## src/rtl/axi_write_master.sv

```systemverilog
// axi_write_master: master-side AXI write port in front of the interconnect's
// write arbiter. Requests get a round-robin ID, issue AW, then stream W beats
// and collect B in address order through an {id, len} order queue.
//
//   state    | meaning
//   ---------+-----------------------------------------------------------
//   A_IDLE   | ready to accept a client request if the next ID slot is free
//   A_ISSUE  | AW_valid asserted, waiting for the arbiter's address grant
//   W_IDLE   | no data phase active; B_ready low so the arbiter can rotate
//   W_REQ    | B_ready asserted for the queue head, waiting for W_grant
//   W_DATA   | beats passed through from client to slave, counted to len
//   W_RESP   | waiting for B_valid; completion frees the ID and pops queue

module axi_write_master #(
    parameter int ADDR_WIDTH            = 32,
    parameter int DATA_WIDTH            = 32,
    parameter int NUM_OUTSTANDING_TRANS = 2,
    parameter int LEN_WIDTH             = 4
) (
    input  logic                                     clk,
    input  logic                                     clr,
    input  logic                                     req_valid,
    output logic                                     req_ready,
    input  logic [ADDR_WIDTH-1:0]                    req_addr,
    input  logic [LEN_WIDTH-1:0]                     req_len,
    input  logic                                     wd_valid,
    output logic                                     wd_ready,
    input  logic [DATA_WIDTH-1:0]                    wd_data,
    output logic                                     resp_valid,
    output logic [$clog2(NUM_OUTSTANDING_TRANS)-1:0] resp_id,
    output logic                                     resp_err,
    output logic                                     AW_valid,
    output logic [ADDR_WIDTH-1:0]                    AW_addr,
    output logic [$clog2(NUM_OUTSTANDING_TRANS)-1:0] AW_id,
    input  logic                                     AW_grant,
    output logic                                     B_ready,
    output logic [$clog2(NUM_OUTSTANDING_TRANS)-1:0] W_id,
    input  logic                                     W_grant,
    output logic                                     W_valid,
    output logic [DATA_WIDTH-1:0]                    W_data,
    output logic                                     W_last,
    input  logic                                     W_ready,
    input  logic                                     B_valid,
    input  logic [1:0]                               B_resp
);

    localparam int IDW  = $clog2(NUM_OUTSTANDING_TRANS);
    localparam int CNTW = IDW + 1;

    typedef enum logic {A_IDLE, A_ISSUE} a_state_t;
    typedef enum logic [1:0] {W_IDLE, W_REQ, W_DATA, W_RESP} w_state_t;

    a_state_t                          a_state;
    w_state_t                          w_state;
    logic [NUM_OUTSTANDING_TRANS-1:0]  busy;
    logic [NUM_OUTSTANDING_TRANS-1:0]  busy_nxt;
    logic [IDW-1:0]                    next_id;
    logic [ADDR_WIDTH-1:0]             aw_addr_q;
    logic [IDW-1:0]                    aw_id_q;
    logic [LEN_WIDTH-1:0]              aw_len_q;

    logic [IDW-1:0]                    q_id  [NUM_OUTSTANDING_TRANS];
    logic [LEN_WIDTH-1:0]              q_len [NUM_OUTSTANDING_TRANS];
    logic [IDW-1:0]                    wr_ptr;
    logic [IDW-1:0]                    rd_ptr;
    logic [CNTW-1:0]                   q_count;

    logic [LEN_WIDTH-1:0]              beat_cnt;
    logic                              req_fire;
    logic                              aw_fire;
    logic                              b_fire;
    logic                              in_data;
    logic [IDW-1:0]                    head_id;
    logic [LEN_WIDTH-1:0]              head_len;

    assign head_id  = q_id[rd_ptr];
    assign head_len = q_len[rd_ptr];
    assign in_data  = (w_state == W_DATA);

    // req_ready is forced low while clr is held so nothing is accepted in reset
    assign req_ready = !clr && (a_state == A_IDLE) && !busy[next_id];
    assign req_fire  = req_valid && req_ready;
    assign AW_valid  = (a_state == A_ISSUE);
    assign AW_addr   = aw_addr_q;
    assign AW_id     = aw_id_q;
    assign aw_fire   = AW_valid && AW_grant;

    assign B_ready   = (w_state != W_IDLE);
    assign W_id      = B_ready ? head_id : '0;
    assign W_valid   = in_data && wd_valid;
    assign W_data    = in_data ? wd_data : '0;
    assign wd_ready  = in_data && W_ready;
    assign W_last    = in_data && (beat_cnt == head_len);
    assign b_fire    = (w_state == W_RESP) && B_valid;

    // ID slot bookkeeping: a completing ID is freed while a new one may be taken
    always_comb begin
        busy_nxt = busy;
        if (b_fire) begin
            busy_nxt[head_id] = 1'b0;
        end
        if (req_fire) begin
            busy_nxt[next_id] = 1'b1;
        end
    end

    // Address FSM: accept, allocate ID, hold AW until the arbiter grants it
    always_ff @(posedge clk) begin
        if (clr) begin
            a_state   <= A_IDLE;
            busy      <= '0;
            next_id   <= '0;
            aw_addr_q <= '0;
            aw_id_q   <= '0;
            aw_len_q  <= '0;
        end else begin
            busy <= busy_nxt;
            case (a_state)
                A_IDLE: begin
                    if (req_fire) begin
                        a_state   <= A_ISSUE;
                        aw_addr_q <= req_addr;
                        aw_len_q  <= req_len;
                        aw_id_q   <= next_id;
                        next_id   <= next_id + IDW'(1);
                    end
                end
                A_ISSUE: begin
                    if (AW_grant) begin
                        a_state <= A_IDLE;
                    end
                end
                default: a_state <= A_IDLE;
            endcase
        end
    end

    // Order queue: pushed when the address is granted, popped on B completion
    always_ff @(posedge clk) begin
        if (clr) begin
            wr_ptr  <= '0;
            rd_ptr  <= '0;
            q_count <= '0;
        end else begin
            if (aw_fire) begin
                q_id[wr_ptr]  <= aw_id_q;
                q_len[wr_ptr] <= aw_len_q;
                wr_ptr        <= wr_ptr + IDW'(1);
            end
            if (b_fire) begin
                rd_ptr <= rd_ptr + IDW'(1);
            end
            case ({aw_fire, b_fire})
                2'b10:   q_count <= q_count + CNTW'(1);
                2'b01:   q_count <= q_count - CNTW'(1);
                default: q_count <= q_count;
            endcase
        end
    end

    // Data/response FSM: serves the queue head, counts beats, registers B result
    always_ff @(posedge clk) begin
        if (clr) begin
            w_state    <= W_IDLE;
            beat_cnt   <= '0;
            resp_valid <= 1'b0;
            resp_id    <= '0;
            resp_err   <= 1'b0;
        end else begin
            resp_valid <= 1'b0;
            case (w_state)
                W_IDLE: begin
                    if (q_count != '0) begin
                        w_state <= W_REQ;
                    end
                end
                W_REQ: begin
                    if (W_grant) begin
                        w_state  <= W_DATA;
                        beat_cnt <= '0;
                    end
                end
                W_DATA: begin
                    if (W_valid && W_ready) begin
                        if (W_last) begin
                            w_state <= W_RESP;
                        end else begin
                            beat_cnt <= beat_cnt + LEN_WIDTH'(1);
                        end
                    end
                end
                W_RESP: begin
                    if (B_valid) begin
                        w_state    <= W_IDLE;
                        resp_valid <= 1'b1;
                        resp_id    <= head_id;
                        resp_err   <= |B_resp;
                    end
                end
                default: w_state <= W_IDLE;
            endcase
        end
    end

endmodule

```

## config.mk

```make
export PLATFORM = sky130hd
export DESIGN_NAME = axi_write_master
export DESIGN_NICKNAME = d
export VERILOG_FILES = /design/src/rtl/axi_write_master.sv
export SDC_FILE = /design/constraint.sdc
export NUM_CORES = 1
export LEC_CHECK = 0
export CAP_MARGIN = 10
export CORE_MARGIN = 3
export CORE_UTILIZATION = 39
export DETAILED_ROUTE_END_ITERATION = 12
export PLACE_DENSITY = 0.78
export SLEW_MARGIN = 30
export SYNTH_ARGS = -nofsm -noshare
export SYNTH_HDL_FRONTEND = slang
export SYNTH_SLANG_ARGS = --single-unit
```

## constraint.sdc

```tcl
create_clock -name clk -period 2.07 [get_ports clk]
set_input_delay 0.207 -clock clk [delete_from_list [all_inputs] [get_ports clk]]
set_output_delay 0.207 -clock clk [all_outputs]
set_load 0.005 [all_outputs]
```

==> results of run 1 <==
## registers in the layout, summed over array words and instances (netlist names), 2 cells and up, named ones only
register and count:
AW_addr 32, q_len 8, aw_len_q 4, beat_cnt 4, busy 2, q_count 2, q_id 2, w_state 2
## worst max-delay path, cell delays in order, from the launching register on
cell	delay [ns]
dfxtp_1	0.38
inv_2	0.08
buf_4	0.14
ha_1	0.20
nor2_1	0.11
clkdlybuf4s50_1	0.52
## power by group through the flow
stage | Clock (mW) | Combinational, mW | Sequential [mW]
after global placement | 0 | 0.868 | 1.42
after CTS | 0.976 | 0.910 | 1.40
after global routing | 1.03 | 1.03 | 1.41
final | 0.943 | 0.942 | 1.41
after floorplan | 0 | 0.409 | 1.42
after detailed placement | 0 | 0.887 | 1.43
## through the flow
step                      setup TNS, ns  util, %
after global routing            -0.0274     68.2
after detailed placement              0     64.3
after floorplan                       0        -
final                                 0     68.2
after CTS                             0     67.4
after global placement                0     64.3
## routing by layer
layer / up-vias / wire, µm / share of wire, %
met5: - / 0 / 0
met4: 0 / 77 / 1.0
met3: 7 / 893 / 12
met2: 123 / 3650 / 47
met1: 1234 / 3100 / 40
li1: 1381 / - / -
## timing repair
item,CTS,global route
setup endpoints to repair,36,39
hold buffers,0,0
pin swaps,2,3
gates resized for setup,11,9
setup buffers,1,4
## placed cells by master (no fill, tap or decap), types with 3 or more instances in the layout
master,Yosys,routed
o21ai_0,3,3
clkinv_2,0,3
nor3_1,3,3
edfxtp_1,10,10
and2_1,36,36
nor2_1,11,11
ha_1,7,6
clkdlybuf4s50_1,0,149
dfxtp_1,55,52
xnor2_1,7,7
buf_4,2,13
mux2i_1,6,4
inv_1,7,6
a21oi_1,42,41
o211ai_1,3,3
clkbuf_8,0,11
nand2_1,84,84
## area by class of cell
type                            count  area share [%]
Multi-Input combinational cell    230            28.0
Tap cell                           96            2.55
Timing Repair Buffer              168            35.3
Clock inverter                      3           0.319
Sequential cell                    65            29.9
Inverter                            7           0.558
Clock buffer                       13            3.38
## cell families (layout without fill, tap and decap cells)
kind of cell               Yosys count  in the layout  share of synthesized area, %
and+or+nand+nor                    150            150                          25.2
DFF                                 65             65                          49.7
AOI/OAI and AO/OA                   58             58                          12.2
buffers and inverters               28            191                          4.92
xor gates and xnor gates             9              9                          2.80
adders and majority gates            7              7                          3.11
muxes                                6              6                          2.13
## final timing paths
check / startpoint / to / slack (ns) / cells after the start
max: w_state[0] / W_id / 0.09 / 5
min: req_addr[14] / AW_addr[14] / 0.42 / 3
max reg2reg: flop / beat_cnt[3] / 0.23 / 7
min reg2reg: aw_len_q[0] / q_len[0][0] / 0.45 / 0
==> flow_metrics.env, run 1 <==
export IMPL_first_iter_violations=71
export IMPL_drive_gt1_share_pct=9.26
export IMPL_multi_input_area_um2=1320
export IMPL_area_growth_pct=66.9
export IMPL_netlist_top_cell_by_area="dfxtp_1"
export IMPL_setup_slack_ns=0.0912
export IMPL_grt_pass1_vias=2629
export IMPL_synth_commonest_cells="nand2_1 (84), dfxtp_1 (55), a21oi_1 (42), and2_1 (36)"
export IMPL_dpl_cell_count=561
export IMPL_setup_viol=0
export IMPL_routed_wl_mm=7.72
export IMPL_crit_fanout=3
export IMPL_hold_slack_ns=0.415
export IMPL_postSynthCellCount=323
export IMPL_p_int_mw=2.41
export IMPL_wl_per_cell_um=13.3
export IMPL_maxSlewViolCount=0
export IMPL_htree_levels=3
export IMPL_detail_route_first_pass_iterations=4
export IMPL_root_buffer="clkbuf_8"
export IMPL_clk_latency_ns=0.34
export IMPL_netlist_top_cells_area="dfxtp_1 (39%), nand2_1 (11%), edfxtp_1 (11%)"
export IMPL_worstSetupPathType="flop to output pin"
export IMPL_grt_busiest_layer="met2"
export IMPL_final_min_clock_period_ns=1.98
export IMPL_antenna_found_initial=0
export IMPL_drv_cap=0
export IMPL_antenna_cells=0
export IMPL_grt_usage_pct=18.3
export IMPL_required_ns=1.86
export IMPL_grtUsageMet1_pct=20.0
export IMPL_leakage_nw=1.73
export IMPL_synthArstFlopShare_pct=0
export IMPL_status="completed"
export IMPL_overflow=0
export IMPL_start_kind="flop"
export IMPL_hpwl_mm=5.83
export IMPL_cts_buffers_inserted=9
export IMPL_core_region_area_um2=6910
export IMPL_yosys_register_bits=65
export IMPL_gp_congestion=0.787
export IMPL_via_per_inst=4.72
export IMPL_total_power_mw=3.29
export IMPL_end_kind="output pin"
export IMPL_die_x_um=91.0
export IMPL_fin_crit_sh_pct=95.6
export IMPL_ant_nets=0
export IMPL_use_met3_pct=8.86
export IMPL_arrival_ns=1.77
export IMPL_synth_edf_count=10
export IMPL_clkPwrFrac_pct=28.7
export IMPL_syn_nets=408
export IMPL_placed_area_um2=4440
export IMPL_peakVddDrop_mv=0.507
export IMPL_slew_headroom_pct=60.6
export IMPL_final_cells=582
export IMPL_dieHeight_um=91.0
export IMPL_register_area_um2=1410
export IMPL_fp_dieArea_um2=8290
export IMPL_fin_skew_ns=0.00740
export IMPL_syn_cell_area_um2=2820
export IMPL_rsz0062_at_grt="yes"
export IMPL_synth_most_common_cell="nand2_1"
export IMPL_powerDensity_nw_per_um2=699
export IMPL_cts_sinks=65
export IMPL_vias=2745
export IMPL_hold_class="primary input to flop"
export IMPL_finalNetCount=566
export IMPL_grt_max_degree=58
export IMPL_synth_top_area_share_pct=39.0
export IMPL_start_util_pct=40.8
export IMPL_pin_count=153
export IMPL_route_detailed_drc=0
export IMPL_yosys_warnings=0
export IMPL_tightest_slew_ns=0.592
export IMPL_avgSynthCellArea_um2=8.73
export IMPL_final_area_um2=4710
export IMPL_pwr_share_comb_pct=28.6
export IMPL_cts_tree="built"
export IMPL_p_sw_uw=885
export IMPL_cts_buffer_depth=2
export IMPL_seqPwrFrac_pct=42.7
export IMPL_cts_clk_slew_worst_paths_ns=0.07
export IMPL_yosysSeqAreaShare_pct=49.7
export IMPL_post_place_ws_ns=0.0134
export IMPL_grt_pass1_wl_mm=12.3
export IMPL_swShare_pct=26.9
export IMPL_fmax_mhz=505
export IMPL_io_buffers=152
export IMPL_rows=30
export IMPL_ys_flop_type="dfxtp_1"
export IMPL_hold_viol_final=0
export IMPL_grt_util_met2_pct=30.8
export IMPL_synth_cell_type_count=38
export IMPL_nFillCells=560
Power figures use the tool's default switching activity.
==> run 2, diff against run 1 <==
- ABC_CLOCK_PERIOD_IN_PS: default -> 2070
==> results of run 2 <==
No change in the layout: final DEF, timing and power equal those of run 1.
==> run 3, diff against run 2 <==
- SLEW_MARGIN: 30 -> default
==> results of run 3 <==
No change in the layout: final DEF, timing and power equal those of run 1.
